## config.mk

```make
export PLATFORM = sky130hd
export DESIGN_NAME = sync_data_memory_flat
export DESIGN_NICKNAME = d
export VERILOG_FILES = /design/src/rtl/sync_data_memory_pkg.sv /design/src/rtl/sync_data_memory_if.sv /design/src/rtl/sync_data_memory_core.sv /design/src/rtl/sync_data_memory.sv /design/src/flat_wrapper.sv
export SDC_FILE = /design/constraint.sdc
export NUM_CORES = 1
export LEC_CHECK = 0
export ABC_AREA = 1
export CORE_MARGIN = 5
export CORE_UTILIZATION = 65
export DETAILED_ROUTE_END_ITERATION = 8
export GPL_ROUTABILITY_DRIVEN = 0
export HOLD_SLACK_MARGIN = 0.05
export PLACE_DENSITY = 0.93
export REMOVE_ABC_BUFFERS = 1
export SLEW_MARGIN = 20
export SYNTH_ARGS = -nofsm -noshare
export SYNTH_HDL_FRONTEND = slang
export SYNTH_SLANG_ARGS = --single-unit
```

## constraint.sdc

```tcl
create_clock -name clk -period 5.5 [get_ports clk]
set_input_delay 1.1 -clock clk [delete_from_list [all_inputs] [get_ports clk]]
set_output_delay 1.1 -clock clk [all_outputs]
set_load 0.01 [all_outputs]
```

## src/rtl/sync_data_memory_pkg.sv

```systemverilog
// Shared types and elaboration helpers for the synchronous data memory.
package sync_data_memory_pkg;

   typedef enum logic {
      CLEAR = 1'b0,
      RUN   = 1'b1
   } mem_state_e;

   // A one- or two-word memory still needs a one-bit address.
   function automatic int addr_w_f(input int depth);
      if (depth <= 2) return 1;
      return $clog2(depth);
   endfunction

endpackage

```

## src/rtl/sync_data_memory_if.sv

```systemverilog
// Request/response bus between the load/store unit and the data memory.
interface sync_data_memory_if #(
   parameter int DATA_W = 8,
   parameter int ADDR_W = 5
);
   logic              req_valid;
   logic              req_ready;
   logic              req_write;
   logic [ADDR_W-1:0] req_addr;
   logic [DATA_W-1:0] req_wdata;
   logic              rsp_valid;
   logic              rsp_ready;
   logic [DATA_W-1:0] rsp_rdata;
   logic              rsp_err;
   logic              init_done;

   modport master (
      output req_valid, req_write, req_addr, req_wdata, rsp_ready,
      input  req_ready, rsp_valid, rsp_rdata, rsp_err, init_done
   );

   modport slave (
      input  req_valid, req_write, req_addr, req_wdata, rsp_ready,
      output req_ready, rsp_valid, rsp_rdata, rsp_err, init_done
   );
endinterface

```

## src/rtl/sync_data_memory_core.sv

```systemverilog
// DEPTH x DATA_W storage array: one write port, one registered read port.
module sync_data_memory_core #(
   parameter int DATA_W = 8,
   parameter int DEPTH  = 32,
   parameter int ADDR_W = 5
) (
   input  logic              clk,
   input  logic              rst,
   input  logic              we_i,
   input  logic [ADDR_W-1:0] waddr_i,
   input  logic [DATA_W-1:0] wdata_i,
   input  logic              re_i,
   input  logic [ADDR_W-1:0] raddr_i,
   output logic [DATA_W-1:0] rdata_o
);

   logic [DATA_W-1:0] mem_q [DEPTH];
   logic [DATA_W-1:0] rdata_q;

   // Callers only enable the ports with in-range addresses.
   always_ff @(posedge clk) begin
      if (we_i) mem_q[waddr_i] <= wdata_i;
   end

   always_ff @(posedge clk) begin
      if (rst)       rdata_q <= '0;
      else if (re_i) rdata_q <= mem_q[raddr_i];
   end

   assign rdata_o = rdata_q;

endmodule

```

## src/rtl/sync_data_memory.sv

```systemverilog
// Synchronous data memory: post-reset clear sequence, valid/ready request port,
// single-entry registered load response with backpressure.
module sync_data_memory
   import sync_data_memory_pkg::*;
#(
   parameter int              DATA_W   = 8,
   parameter int              DEPTH    = 32,
   parameter int              ADDR_W   = addr_w_f(DEPTH),
   parameter logic [DATA_W-1:0] INIT_VAL = '0
) (
   input  logic               clk,
   input  logic               rst,
   sync_data_memory_if.slave  bus
);

   localparam logic [ADDR_W-1:0] LAST_ADDR = ADDR_W'(DEPTH - 1);
   localparam logic [ADDR_W:0]   DEPTH_EXT = (ADDR_W + 1)'(DEPTH);

   mem_state_e        state_q, state_d;
   logic [ADDR_W-1:0] clr_cnt_q, clr_cnt_d;
   logic              rsp_valid_q, rsp_valid_d;
   logic              rsp_err_q, rsp_err_d;

   logic              req_ready;
   logic              accept;
   logic              in_range;
   logic              ram_we;
   logic [ADDR_W-1:0] ram_waddr;
   logic [DATA_W-1:0] ram_wdata;
   logic              ram_re;
   logic [DATA_W-1:0] ram_rdata;

   assign in_range = ({1'b0, bus.req_addr} < DEPTH_EXT);

   always_ff @(posedge clk) begin
      if (rst) begin
         state_q     <= CLEAR;
         clr_cnt_q   <= '0;
         rsp_valid_q <= 1'b0;
         rsp_err_q   <= 1'b0;
      end else begin
         state_q     <= state_d;
         clr_cnt_q   <= clr_cnt_d;
         rsp_valid_q <= rsp_valid_d;
         rsp_err_q   <= rsp_err_d;
      end
   end

   always_comb begin
      state_d     = state_q;
      clr_cnt_d   = clr_cnt_q;
      rsp_valid_d = rsp_valid_q;
      rsp_err_d   = rsp_err_q;
      req_ready   = 1'b0;
      accept      = 1'b0;
      ram_we      = 1'b0;
      ram_waddr   = bus.req_addr;
      ram_wdata   = bus.req_wdata;
      ram_re      = 1'b0;

      case (state_q)
         CLEAR: begin
            ram_we    = 1'b1;
            ram_waddr = clr_cnt_q;
            ram_wdata = INIT_VAL;
            // Terminal compare: the counter never runs past the last word.
            if (clr_cnt_q == LAST_ADDR) state_d = RUN;
            else                        clr_cnt_d = clr_cnt_q + ADDR_W'(1);
         end
         RUN: begin
            req_ready = !rsp_valid_q || bus.rsp_ready;
            accept    = bus.req_valid && req_ready;
            if (rsp_valid_q && bus.rsp_ready) rsp_valid_d = 1'b0;
            if (accept) begin
               if (bus.req_write) begin
                  ram_we = in_range;
               end else begin
                  rsp_valid_d = 1'b1;
                  rsp_err_d   = !in_range;
                  ram_re      = in_range;
               end
            end
         end
         default: state_d = CLEAR;
      endcase
   end

   sync_data_memory_core #(
      .DATA_W (DATA_W),
      .DEPTH  (DEPTH),
      .ADDR_W (ADDR_W)
   ) u_core (
      .clk     (clk),
      .rst     (rst),
      .we_i    (ram_we),
      .waddr_i (ram_waddr),
      .wdata_i (ram_wdata),
      .re_i    (ram_re),
      .raddr_i (bus.req_addr),
      .rdata_o (ram_rdata)
   );

   // The read register only updates on in-range loads, so errors mask it to zero.
   assign bus.req_ready = req_ready;
   assign bus.rsp_valid = rsp_valid_q;
   assign bus.rsp_err   = rsp_err_q;
   assign bus.rsp_rdata = rsp_err_q ? '0 : ram_rdata;
   assign bus.init_done = (state_q == RUN);

endmodule
```

## src/flat_wrapper.sv

```systemverilog
// flat-port wrapper written by rule: the top's interface ports become plain ports
module sync_data_memory_flat import sync_data_memory_pkg::*;
#(
   parameter int              DATA_W   = 8,
   parameter int              DEPTH    = 32,
   parameter int              ADDR_W   = addr_w_f(DEPTH),
   parameter logic [DATA_W-1:0] INIT_VAL = '0
)
  (clk, rst, bus_req_valid, bus_req_write, bus_req_addr, bus_req_wdata, bus_rsp_ready, bus_req_ready, bus_rsp_valid, bus_rsp_rdata, bus_rsp_err, bus_init_done);
  sync_data_memory_if #(.DATA_W(DATA_W), .ADDR_W(ADDR_W)) bus_i ();
  input  logic clk;
  input  logic rst;
  input wire logic [$bits(bus_i.req_valid)-1:0] bus_req_valid;
  input wire logic [$bits(bus_i.req_write)-1:0] bus_req_write;
  input wire logic [$bits(bus_i.req_addr)-1:0] bus_req_addr;
  input wire logic [$bits(bus_i.req_wdata)-1:0] bus_req_wdata;
  input wire logic [$bits(bus_i.rsp_ready)-1:0] bus_rsp_ready;
  output wire logic [$bits(bus_i.req_ready)-1:0] bus_req_ready;
  output wire logic [$bits(bus_i.rsp_valid)-1:0] bus_rsp_valid;
  output wire logic [$bits(bus_i.rsp_rdata)-1:0] bus_rsp_rdata;
  output wire logic [$bits(bus_i.rsp_err)-1:0] bus_rsp_err;
  output wire logic [$bits(bus_i.init_done)-1:0] bus_init_done;
  assign bus_i.req_valid = bus_req_valid;
  assign bus_i.req_write = bus_req_write;
  assign bus_i.req_addr = bus_req_addr;
  assign bus_i.req_wdata = bus_req_wdata;
  assign bus_i.rsp_ready = bus_rsp_ready;
  assign bus_req_ready = bus_i.req_ready;
  assign bus_rsp_valid = bus_i.rsp_valid;
  assign bus_rsp_rdata = bus_i.rsp_rdata;
  assign bus_rsp_err = bus_i.rsp_err;
  assign bus_init_done = bus_i.init_done;
  sync_data_memory #(.DATA_W(DATA_W), .DEPTH(DEPTH), .ADDR_W(ADDR_W), .INIT_VAL(INIT_VAL)) u_core (.clk(clk), .rst(rst), .bus(bus_i));
endmodule
```

==> impl_metrics.toml <==
[grt]
grt_use_met2 = 0.447
grt_antenna_before_repair = 0
top_usage_layer = "met2"
grt_pass1_vias = 7668
use_met3 = 0.0489
use_met1 = 0.370
grt_usage = 0.276
grt_pass1_wl_microns = 42000
grt_overflow_total = 0
grt_max_degree = 87

[sta]
max_freq_mhz = 267
slew_viol_final = 0
worst_slew_pin_slew_ns = 1.06
post-route-period-util = 0.680
fin_skew_ns = 0.0129
tns_ns = 0
slew_headroom = 0.289
hold_violations = 0
setup_viol = 0
rsz0062_at_grt = "no"
fin_crit_ns = 3.74

[job]
cap_violations = 0

[min_path]
hold_path.class = "reg -> reg"

[floorplan]
io_pins = 30
fp.dieH_microns = 142
core_sq_um = 17200
rows = 48
dieWidth_microns = 142
die_area_sq_um = 20100
initial_utilization = 0.657

[routing]
drt-initial-drc-count = 1470
wire_per_inst_microns = 21.7
wl_microns = 27300
remaining_drc_errors = 0
vias_per_cell = 6.28
vias = 7924
drtPass1Iterations = 6
ant_nets = 0

[layout]
final_util = 0.723
fill_cells = 1116
stdcell_count = 1261
area.growth.synth_to_final_pct = 9.93
num_antenna_cells = 0
final_area_sq_um = 12400
nets = 1036
layout-drive-gt1-share = 0.0569

[critical_path]
critPathLaunchType = "input port"
cp.required_ns = 5.89
crit_type = "in -> reg"
arrival_ns = 4.13
cp-end-kind = "register"
crit_fanout = 32

[clocking]
cts.repair.resized = 0
clk_pin_slew_ns = 0.06
htree_levels = 1
clk_latency_ns = 0.53
postCtsSetupBuffers = 0
hold_buffers = 0
cts_root_buf = "clkbuf_16"
cts_sinks = 271
cts_tree = "yes"
cts_buffers = 26
clk_path_buf_depth = 3

[logic_synthesis]
syn_area_sq_um = 11300
ys_seq_area_frac = 0.707
synth_cell_types = 23
ys_seq_elements = 271
syn-instance-count = 1005
synth_area_per_cell_sq_um = 11.2
yosys.area.top_type = "edfxtp_1"
yosys-top-cells-area = "edfxtp_1 68%, nand2_1 12%, nand3_1 9.3%"
yosys_warnings = 0
synth_top_area_frac = 0.681

[placed_design]
dp_hpwl_microns = 15600
placed_cells = 1213
place_area_sq_um = 11500
io_buffers = 28

[power]
powerDensity_nw_per_um2 = 348
ir_worst_vdd_mv = 0.288
total_power_w = 0.00432
p_leak_nw = 4.61

[status]
status = "completed"
-- synth_stat cells --
library cell,instances
nand3_4,2
o211ai_1,1
a21oi_1,11
nor2_1,46
edfxtp_1,256
conb_1,1
nor3_1,1
buf_4,16
nand2_1,356
ha_1,2
nand3_1,210
o21ai_1,1
clkinv_1,2
inv_1,23
o21ai_2,1
buf_2,22
nand3_2,2
o21ai_0,15
buf_1,2
inv_2,2
clkbuf_1,5
dfxtp_1,15
buf_6,13
-- cell type report --
cell class | instances | area (sq um) | share of cell area
Inverter | 27 | 103 | 0.00827
Tap cell | 225 | 282 | 0.0227
Clock inverter | 13 | 165 | 0.0133
Sequential cell | 271 | 7990 | 0.643
Timing Repair Buffer | 41 | 370 | 0.0298
Clock buffer | 35 | 706 | 0.0568
Multi-Input combinational cell | 649 | 2800 | 0.226
-- per-layer routing --
| metal | share of wire | vias to the layer above |
|---|---|---|
| met3 | 0.13 | 102 |
| met2 | 0.48 | 636 |
| met4 | 0.048 | 0 |
| met5 | 0 | - |
| li1 | - | 3492 |
| met1 | 0.35 | 3694 |
-- flip-flops by register name, indices dropped and copies added, names as in the netlist --
name,flops
u_core.bus.init_done,1
u_core.clr_cnt_q,5
u_core.bus.rsp_valid,1
u_core.u_core.mem_q,256
u_core.u_core.rdata_o,8
-- layout by cell type, fill, tap and decap left out, drive strengths merged, types with 4 or more instances in the layout --
cell           count
buf               15
clkdlybuf4s50     26
o21ai             17
clkinv            11
clkbuf            35
a21oi             11
edfxtp           256
nand2            356
nand3            214
inv               23
nor2              46
bufinv             4
dfxtp             15
-- power by group --
part	switching, W	internal (W)
logic	0.000179	0.0000686
clock network	0.000725	0.00109
registers	0.00000724	0.00225
-- critical path, cell delays in order --
cell and delay (ns):
clkdlybuf4s50_1 0.89, clkinv_1 1.04, nand3_1 0.49, nand2_1 0.16, nand2_1 0.10, nand3_1 0.13, nand2_1 0.11, a21oi_1 0.08
-- final timing paths --
check | end | depth (start not counted) | from | slack, ns
worst max-delay path | u_core.u_core.rdata_o[1]$_SDFFE_PP0P_ | 8 | bus_req_addr[2] | 1.76
worst min-delay path | u_core.bus.rsp_valid$_SDFFE_PP0P_ | 2 | u_core.bus.rsp_valid$_SDFFE_PP0P_ | 0.53
worst max register to register | u_core.u_core.mem_q[10][5]$_DFFE_PP_ | 4 | u_core.bus.init_done$_SDFF_PP0_ | 2.59
worst min register to register | u_core.bus.rsp_valid$_SDFFE_PP0P_ | 2 | u_core.bus.rsp_valid$_SDFFE_PP0P_ | 0.53
-- metrics by stage --
step                      hold WS, ns  setup slack, ns
after CTS                       0.529             1.93
after floorplan                 0.456             2.16
final                           0.534             1.76
after global placement          0.502             1.63
after global routing            0.557             1.63
after detailed placement        0.508             1.43
-- cell families (layout without fill, tap and decap cells) --
family          Yosys count  after routing  share of synthesized area
buf+inv                  85            116                     0.0447
fa+ha+maj                 2              2                    0.00222
flops                   271            271                      0.707
simple gates            617            617                      0.232
other cells               1              1                   0.000332
compound gates           29             29                     0.0134
No activity file was read; power rests on OpenSTA's default activity.
